### src/rtl/tli_monitor.sv
// tli_monitor: passive checker at the lamp end of a four-road traffic-light
// controller. Locks onto the yellow-to-green rotation, tracks the active road
// and phase timing, latches the first fault, and shows elapsed ticks (or "F")
// on a 7-segment digit.
module tli_monitor #(
  parameter int GREEN_TICKS  = 5,
  parameter int YELLOW_TICKS = 3
) (
  input  logic       clkin,
  input  logic       rst,
  input  logic       tick,
  input  logic [3:0] R,
  input  logic [3:0] Y,
  input  logic [3:0] G,
  output logic [1:0] phase,
  output logic       locked,
  output logic       fault,
  output logic [2:0] fault_code,
  output logic [7:0] cycle_cnt,
  output logic [6:0] seg
);

  typedef enum logic [1:0] {
    ST_SYNC   = 2'd0,
    ST_GREEN  = 2'd1,
    ST_YELLOW = 2'd2,
    ST_FAULT  = 2'd3
  } state_e;

  typedef enum logic [2:0] {
    FC_NONE         = 3'd0,
    FC_PATTERN      = 3'd1,
    FC_SHORT_GREEN  = 3'd2,
    FC_LONG_GREEN   = 3'd3,
    FC_SHORT_YELLOW = 3'd4,
    FC_LONG_YELLOW  = 3'd5,
    FC_ORDER        = 3'd6
  } fault_e;

  // Phase lengths saturate at 7 so they always fit the 3-bit elapsed counter.
  localparam logic [2:0] G_LIM = (GREEN_TICKS  > 7) ? 3'd7 : 3'(GREEN_TICKS);
  localparam logic [2:0] Y_LIM = (YELLOW_TICKS > 7) ? 3'd7 : 3'(YELLOW_TICKS);

  localparam logic [6:0] SEG_FAULT = 7'b1000111;

  state_e      state_q, state_d;
  logic [2:0]  elapsed_q, elapsed_d;
  logic [1:0]  phase_q, phase_d;
  logic        locked_q, locked_d;
  logic        fault_q, fault_d;
  fault_e      fault_code_q, fault_code_d;
  logic [7:0]  cycle_cnt_q, cycle_cnt_d;
  logic        prev_yellow_valid_q, prev_yellow_valid_d;
  logic [1:0]  prev_road_q, prev_road_d;
  logic [6:0]  seg_q, seg_d;

  logic [3:0]  act, grn, yel;
  logic        legal;
  logic        is_green;
  logic [1:0]  act_road;

  // Remap lamp buses to road order (road k lives in bit 3-k) and classify the sample.
  always_comb begin
    // NOTE: every variable assigned here gets a value on every path first, so no latch is inferred.
    act      = '0;
    grn      = '0;
    yel      = '0;
    act_road = '0;
    for (int k = 0; k < 4; k++) begin
      act[k] = ~R[3-k];
      grn[k] = G[3-k];
      yel[k] = Y[3-k];
    end
    for (int k = 0; k < 4; k++) begin
      if (act[k]) act_road = 2'(k);
    end
    legal    = $onehot(act) && ((grn | yel) == act) && ((grn & yel) == 4'b0000);
    is_green = |(grn & act);
  end

  // Next-state logic: only a tick sample can move the monitor.
  always_comb begin
    state_d             = state_q;
    elapsed_d           = elapsed_q;
    phase_d             = phase_q;
    locked_d            = locked_q;
    fault_d             = fault_q;
    fault_code_d        = fault_code_q;
    cycle_cnt_d         = cycle_cnt_q;
    prev_yellow_valid_d = prev_yellow_valid_q;
    prev_road_d         = prev_road_q;

    if (tick) begin
      unique case (state_q)
        ST_SYNC: begin
          if (!legal) begin
            prev_yellow_valid_d = 1'b0;
          end else if (!is_green) begin
            prev_yellow_valid_d = 1'b1;
            prev_road_d         = act_road;
          end else if (prev_yellow_valid_q && (prev_road_q == act_road - 2'd1)) begin
            state_d             = ST_GREEN;
            phase_d             = act_road;
            elapsed_d           = 3'd1;
            locked_d            = 1'b1;
            prev_yellow_valid_d = 1'b0;
          end else begin
            prev_yellow_valid_d = 1'b0;
          end
        end

        ST_GREEN: begin
          if (!legal) begin
            fault_code_d = FC_PATTERN;
          end else if (act_road != phase_q) begin
            fault_code_d = FC_ORDER;
          end else if (is_green) begin
            if (elapsed_q == G_LIM) fault_code_d = FC_LONG_GREEN;
            else                    elapsed_d    = elapsed_q + 3'd1;
          end else begin
            if (elapsed_q != G_LIM) begin
              fault_code_d = FC_SHORT_GREEN;
            end else begin
              state_d   = ST_YELLOW;
              elapsed_d = 3'd1;
            end
          end
        end

        ST_YELLOW: begin
          if (!legal) begin
            fault_code_d = FC_PATTERN;
          end else if (!is_green && (act_road == phase_q)) begin
            if (elapsed_q == Y_LIM) fault_code_d = FC_LONG_YELLOW;
            else                    elapsed_d    = elapsed_q + 3'd1;
          end else if (is_green && (act_road == phase_q + 2'd1)) begin
            if (elapsed_q != Y_LIM) begin
              fault_code_d = FC_SHORT_YELLOW;
            end else begin
              state_d   = ST_GREEN;
              phase_d   = phase_q + 2'd1;
              elapsed_d = 3'd1;
              if (phase_q == 2'd3) cycle_cnt_d = cycle_cnt_q + 8'd1;
            end
          end else begin
            fault_code_d = FC_ORDER;
          end
        end

        default: ; // ST_FAULT holds everything until reset
      endcase

      // Any cause raised above while tracking moves the monitor into FAULT.
      if (state_q != ST_FAULT && fault_code_d != FC_NONE) begin
        state_d = ST_FAULT;
        fault_d = 1'b1;
      end
    end
  end

  // Display decode from the next state so seg lines up with the other outputs.
  always_comb begin
    seg_d = 7'b1111110;
    if (state_d == ST_FAULT) begin
      seg_d = SEG_FAULT;
    end else begin
      unique case (elapsed_d)
        3'd0: seg_d = 7'b1111110;
        3'd1: seg_d = 7'b0110000;
        3'd2: seg_d = 7'b1101101;
        3'd3: seg_d = 7'b1111001;
        3'd4: seg_d = 7'b0110011;
        3'd5: seg_d = 7'b1011011;
        3'd6: seg_d = 7'b1011111;
        3'd7: seg_d = 7'b1110000;
        default: seg_d = 7'b1111110;
      endcase
    end
  end

  // State and output registers; reset wins over a simultaneous tick.
  always_ff @(posedge clkin) begin
    // NOTE: sequential state uses non-blocking assignments so every flop samples pre-edge values.
    if (rst) begin
      state_q             <= ST_SYNC;
      elapsed_q           <= '0;
      phase_q             <= '0;
      locked_q            <= 1'b0;
      fault_q             <= 1'b0;
      fault_code_q        <= FC_NONE;
      cycle_cnt_q         <= '0;
      prev_yellow_valid_q <= 1'b0;
      prev_road_q         <= '0;
      seg_q               <= 7'b1111110;
    end else begin
      state_q             <= state_d;
      elapsed_q           <= elapsed_d;
      phase_q             <= phase_d;
      locked_q            <= locked_d;
      fault_q             <= fault_d;
      fault_code_q        <= fault_code_d;
      cycle_cnt_q         <= cycle_cnt_d;
      prev_yellow_valid_q <= prev_yellow_valid_d;
      prev_road_q         <= prev_road_d;
      seg_q               <= seg_d;
    end
  end

  assign phase      = phase_q;
  assign locked     = locked_q;
  assign fault      = fault_q;
  assign fault_code = fault_code_q;
  assign cycle_cnt  = cycle_cnt_q;
  assign seg        = seg_q;

endmodule

### config.mk
export PLATFORM = sky130hd
export DESIGN_NAME = tli_monitor
export DESIGN_NICKNAME = d
export VERILOG_FILES = /design/src/rtl/tli_monitor.sv
export SDC_FILE = /design/constraint.sdc
export NUM_CORES = 1
export LEC_CHECK = 0
export ABC_AREA = 1
export BUFFER_PORTS_ARGS = -buffer_cell sky130_fd_sc_hd__buf_2
export CORE_MARGIN = 2
export CORE_UTILIZATION = 51
export CTS_CLUSTER_SIZE = 25
export DETAILED_ROUTE_END_ITERATION = 8
export GPL_TIMING_DRIVEN = 0
export PLACE_DENSITY = 0.76
export SETUP_SLACK_MARGIN = 0.05
export SLEW_MARGIN = 25
export SYNTH_ARGS = -nofsm -noshare
export SYNTH_HDL_FRONTEND = slang
export SYNTH_SLANG_ARGS = --single-unit
### constraint.sdc
create_clock -name clkin -period 4.3 [get_ports clkin]
set_input_delay 1.29 -clock clkin [delete_from_list [all_inputs] [get_ports clkin]]
set_output_delay 1.29 -clock clkin [all_outputs]
set_load 0.01 [all_outputs]
-- Word level (Yosys, flattened, before mapping)
Memories as Yosys holds them, arrays and structs flattened.
Index checks and enable logic that the tools add are counted.
- flip-flop bits (word level): 30
- bits in read-only memories: 56
- output and inout port bits: 22
- word-level logic and storage cells: 125
- memories kept: 1
- memories (name ; words ; bits a word ; read ports ; clocked after Yosys merged registers in ; write ports ; RTL line ; text):
    (no name shown) ; 8 ; 7 ; 1 ; 0 ; 0 ; 167 ; unique case (elapsed_d)
- add/subtract/negate cells: 7
- equal/unequal tests: 22
- mux-type cells: 55
- bitwise gates (word level): 10
- reductions and logical operators: 19
- operator list (operator ; count):
    $mux W3 ; 25
    $mux W2 ; 22
    $ne A2 B2 Y1 const B ; 8
    $pmux W3 S3 ; 1
    $reduce_and A9 Y1 ; 1
    $add A8 B1 Y8 const B ; 1
    $and A4 B4 Y4 ; 2
    $not A1 Y1 ; 7
    $reduce_and A7 Y1 ; 1
    $eq A2 B2 Y1 ; 3
    $eq A2 B2 Y1 const B ; 3
    $logic_and A1 B1 Y1 ; 6
    $mux W6 ; 1
    $pmux W2 S3 ; 1
    $pmux W3 S2 ; 1
    $reduce_and A5 Y1 ; 1
    $add A1 B1 Y2 ; 2
    $eq A4 B4 Y1 ; 1
    $logic_not A4 Y1 ; 1
    $or A4 B4 Y4 ; 1
    $pmux W2 S2 ; 1
    $reduce_and A2 Y1 ; 2
    $reduce_and A4 Y1 ; 1
    $reduce_or A4 Y1 ; 1
    other kinds (17) ; 19

-- Logic depth before layout (Yosys ltp)
- word-level depth: 16
- depth in mapped cells: 23

-- Least setup slack after synthesis
Ideal clock, no wire load.
- path kind: in2reg
- start point: input port R[2]
- end point: register seg_q[6] (netlist: seg[6])
- setup time: 0.132 ns
- arrival: 3.861 ns
- data required time: 4.168 ns
- slack: 0.307 ns
- stages on the path: 20
- buffers on the path: 0
- path through: fa_1 > inv_1 > ha_1 > ha_1 > nor2_1 > nand2_1 > nor2_1 > nand3_2 > inv_1 > nand2_1 > nand2_1 > nand3_1 > o21ai_0 > nand2_1 > inv_1 > ha_1 > inv_1 > nand2_1 > o21ai_0 > nand3b_1
- RTL lines (what ; RTL line ; text):
    start, declared ; 12 ; input logic [3:0] R,
    $mux W1 ; 75 ; if (act[k]) act_road = 2'(k);
    $mux W2 (2 in series) ; 75 ;
    $sub A2 B1 Y2 ; 101 ; end else if (prev_yellow_valid_q && (prev_road_q == act_road - 2'd1)) begin
    $eq A2 B2 Y1 ; 101 ;
    $logic_and A1 B1 Y1 ; 101 ;
    $mux W3 ; 101 ;
    $mux W3 ; 98 ; end else if (!is_green) begin
    $mux W3 ; 96 ; if (!legal) begin
    $pmux W3 S3 * ; 94 ; unique case (state_q)
    $mux W3 * ; 93 ; if (tick) begin
    net elapsed_d[1] ; 47 ; logic [2:0] elapsed_q, elapsed_d;
    $mem_v2 Z8 W7 * ; -- ;
    end signal, assigned ; 205 ; seg_q <= seg_d;
    end, declared ; 55 ; logic [6:0] seg_q, seg_d;
Mark *: on every way through the listed nets, which the timed path passes. The rest lies on a longest branch. The select of a mux whose other input is x is not followed.
A chain may end at the register's enable or synchronous reset.

-- Worst setup path in the final report
- start point: input port R[2]
- end point: register seg_q[5] (netlist: seg[5])
- RTL lines (what ; RTL line ; text):
    $mux W1 ; 75 ;
    $mux W2 (2 in series) ; 75 ;
    $sub A2 B1 Y2 ; 101 ;
    $eq A2 B2 Y1 ; 101 ;
    $logic_and A1 B1 Y1 ; 101 ;
    $mux W3 ; 101 ;
    $mux W3 ; 98 ;
    $mux W3 ; 96 ;
    $pmux W3 S3 * ; 94 ;
    $mux W3 * ; 93 ;
    net elapsed_d[0] ; 47 ;
    $mem_v2 Z8 W7 * ; -- ;
    $mux W6 * ; 164 ; if (state_d == ST_FAULT) begin
Marked as above.

==> results.sh <==
export IMPL_final_util=0.626
export IMPL_cts_buffers=5
export IMPL_cap_violations=0
export IMPL_yosys_warnings=0
export IMPL_wl_met2_microns=2800
export IMPL_combPwrFrac=0.432
export IMPL_synth_enable_flop_cells=0
export IMPL_startpoint="R[2]"
export IMPL_port_buffers=35
export IMPL_rsz0062_at_grt="false"
export IMPL_peakVddDrop_v=0.000214
export IMPL_p_sw_w=0.000451
export IMPL_clk_pin_slew_ns=0.06
export IMPL_initial_core_util=0.522
export IMPL_grt_pass1_vias=2211
export IMPL_cts_sinks=30
export IMPL_insertion_delay_ns=0.29
export IMPL_crit_required_ns=4.45
export IMPL_period_needed_ns=4.02
export IMPL_slew_viol_final=0
export IMPL_area_delta_synth_final_pct=20.1
export IMPL_drive_gt1_frac=0.212
export IMPL_avgSynthCellArea_sq_um=6.20
export IMPL_period_share=0.935
export IMPL_syn_area_sq_mm=0.00243
export IMPL_syn_nets=428
export IMPL_yosys_area_top_type="dfxtp_1"
export IMPL_grt_first_pass_wirelength_microns=9890
export IMPL_slew_headroom=0.590
export IMPL_hold_violations=0
export IMPL_post_route_drc_count=0
export IMPL_num_antenna_cells=0
export IMPL_num_rows=25
export IMPL_pwr_share_clk=0.255
export IMPL_criticalPathCategory="in -> reg"
export IMPL_clockBufferDepth=2
export IMPL_r2r_start="elapsed_q[0]"
export IMPL_synth_cell_types=31
export IMPL_critPathLaunchType="input port"
export IMPL_grt_total_usage=0.236
export IMPL_finClkSkew_ns=0.00769
export IMPL_fmax_ghz=0.249
export IMPL_r2r_slack_ns=1.70
export IMPL_htreeDepth=2
export IMPL_ios=37
export IMPL_worstRegToRegCells=15
export IMPL_dieArea_sq_mm=0.00533
export IMPL_coreArea_sq_mm=0.00466
export IMPL_met3_length_microns=316
export IMPL_vias=2566
export IMPL_wl_per_cell_microns=12.1
export IMPL_ant_nets=0
export IMPL_synth_area_leaders="dfxtp_1 25%, nand2_1 17%, ha_1 10%"
export IMPL_syn_inst=392
export IMPL_p_int_w=0.000659
export IMPL_p_sw_frac=0.406
export IMPL_dieHeight_microns=73.0
export IMPL_numPlacedInstances=481
export IMPL_worstPathArrival_ns=4.16
export IMPL_worstPathMaxFanout=5
export IMPL_routed_wl_microns=6010
export IMPL_grt_overflow=0
export IMPL_synth_main_ff_cell="dfxtp_1"
export IMPL_instances_no_fill=497
export IMPL_cts_root_buf="clkbuf_8"
export IMPL_r2r_end="seg[2]"
export IMPL_status="finished, final reports clean"
export IMPL_met1_length_microns=2780
export IMPL_ys_seq_area_frac=0.247
export IMPL_drt_iter0_markers=180
export IMPL_top_layer="met4"
export IMPL_power_density_mw_per_mm2=380
export IMPL_p_leak_nw=1.47
export IMPL_async_flop_share=0
export IMPL_critPathCapture="seg[5]"
export IMPL_nFillCells=450
export IMPL_drt_pass1_iter_count=5
export IMPL_yosysTopAreaCellShare=0.247
export IMPL_antenna_found_initial=0
export IMPL_endpoint_kind="flip-flop"
export IMPL_worst_pin_slew_ns=0.615
export IMPL_dpl_hpwl_microns=4550
export IMPL_setup_viol=0
export IMPL_cts_tree="built"
export IMPL_synth_seq_cells=30
export IMPL_grt_max_degree=11
export IMPL_sequentialPowerShare=0.314
export IMPL_drt_vias_per_instance=5.16
export IMPL_cts_hold_fix_buffers=0
export IMPL_globalplace_congestion=0.934
export IMPL_nets=478
export IMPL_hp_class="reg -> reg"
export IMPL_die_w_microns=73.0
-- synth_stat cells, types with 2 or more instances --
cell      number
nand2_1      110
inv_1         57
nand3_1       39
nor2_1        38
dfxtp_1       30
a21oi_1       22
ha_1          20
o21ai_0       20
nand2_2       10
nand4_1        6
clkbuf_1       4
inv_2          4
nor2_4         4
nor3_1         4
nor2_2         3
o211ai_1       3
buf_6          2
nand3_2        2
nand3b_1       2
-- routing by layer --
layer  GRT usage  up-vias
li1            -     1357
met1       0.318     1126
met2       0.362       73
met3      0.0566       10
met4      0.0947        0
met5           0        -
-- per-stage QoR --
step / total power [W] / hold WS (ns) / setup slack, ns / setup TNS, ns / instance area, sq um
floorplan: 0.000673 / 0.457 / 0.307 / 0 / 2430
global placement: 0.000784 / 0.437 / -0.203 / -0.746 / 2670
detailed placement: 0.000792 / 0.445 / -0.244 / -0.955 / 2670
CTS: 0.00108 / 0.455 / 0.0536 / 0 / 2790
global route: 0.00120 / 0.484 / 0.00715 / 0 / 2920
finish: 0.00111 / 0.447 / 0.282 / 0 / 2920
-- power by group through the flow --
stage	combinational [W]	clock, W	sequential (W)
after global routing	0.000543	0.000299	0.000354
after CTS	0.000442	0.000287	0.000348
after global placement	0.000432	0	0.000352
after detailed placement	0.000438	0	0.000354
after floorplan	0.000307	0	0.000366
final	0.000479	0.000283	0.000348
-- placed cells by master (no fill, tap or decap), types with 2 or more instances in the layout --
cell type    n
nand2_2     13
o21ai_0     18
ha_1        19
nor2_4       8
inv_2        7
nor3_1       4
o211ai_1     3
dfxtp_1     30
nand3_1     37
buf_6        3
a21oi_2      2
nand3b_1     2
o21ai_1      2
buf_2       35
nor2_2       2
nor2_1      35
clkinv_2     2
inv_1       54
nand4_1      6
buf_4        7
clkbuf_1     4
nand2_1    106
clkbuf_8     5
a21oi_1     21
nand3_2      4
-- worst min path at each step --
stage	startpoint	to	slack (ns)	cells after the start
final	fault	fault	0.45	2
after floorplan	prev_yellow_valid_q	prev_yellow_valid_q	0.46	2
after global placement	fault	fault	0.44	2
after global routing	fault	fault	0.48	2
after detailed placement	fault	fault	0.45	2
after CTS	fault	fault	0.45	2
-- area by class of cell --
class | count | area, sq um | share of cell area
multi-input combinational | 295 | 1640 | 0.561
timing repair buffer | 43 | 239 | 0.0819
clock inverter | 3 | 40.0 | 0.0137
clock buffer | 5 | 68.8 | 0.0236
buffer | 6 | 37.5 | 0.0129
tap | 54 | 67.6 | 0.0231
sequential | 30 | 601 | 0.206
inverter | 61 | 229 | 0.0784
-- logic make-up (layout without fill, tap and decap cells) --
logic type                 after synthesis  count (layout)  share of synthesized area
DFF                                     30              30                      0.247
and+or+nand+nor                        223             223                      0.417
adders and majority gates               21              21                      0.111
xor gates and xnor gates                 1               1                    0.00360
AOI/OAI and AO/OA                       50              50                      0.111
buffers and inverters                   67             118                      0.110
-- sequential cells by signal, indices dropped and copies added, names as in the netlist --
register             count
state_q                  2
prev_yellow_valid_q      1
seg                      7
fault_code               3
phase                    2
locked                   1
fault                    1
cycle_cnt                8
elapsed_q                3
prev_road_q              2
-- critical path, cell delays in order --
cell,delay [ns]
buf_2,0.13
fa_1,0.53
inv_1,0.04
ha_1,0.18
ha_1,0.17
inv_1,0.05
nand2_1,0.05
nor2_2,0.14
nand2_1,0.07
nor2_1,0.12
nand3_2,0.14
buf_6,0.18
nor2_4,0.10
nand2_1,0.07
nand3_1,0.07
nand4_1,0.15
nand2_2,0.15
inv_2,0.06
ha_4,0.26
nand3_2,0.07
nand2_1,0.08
nand2_1,0.05
-- what timing repair did --
| item | 4_1_cts | 5_1_grt |
|---|---|---|
| resized for setup | 1 | 22 |
| buffers inserted | 0 | 8 |
| setup endpoints to repair | 1 | 7 |
| pin swaps | 0 | 9 |
Note: power is estimated with default switching activity, not from simulation.
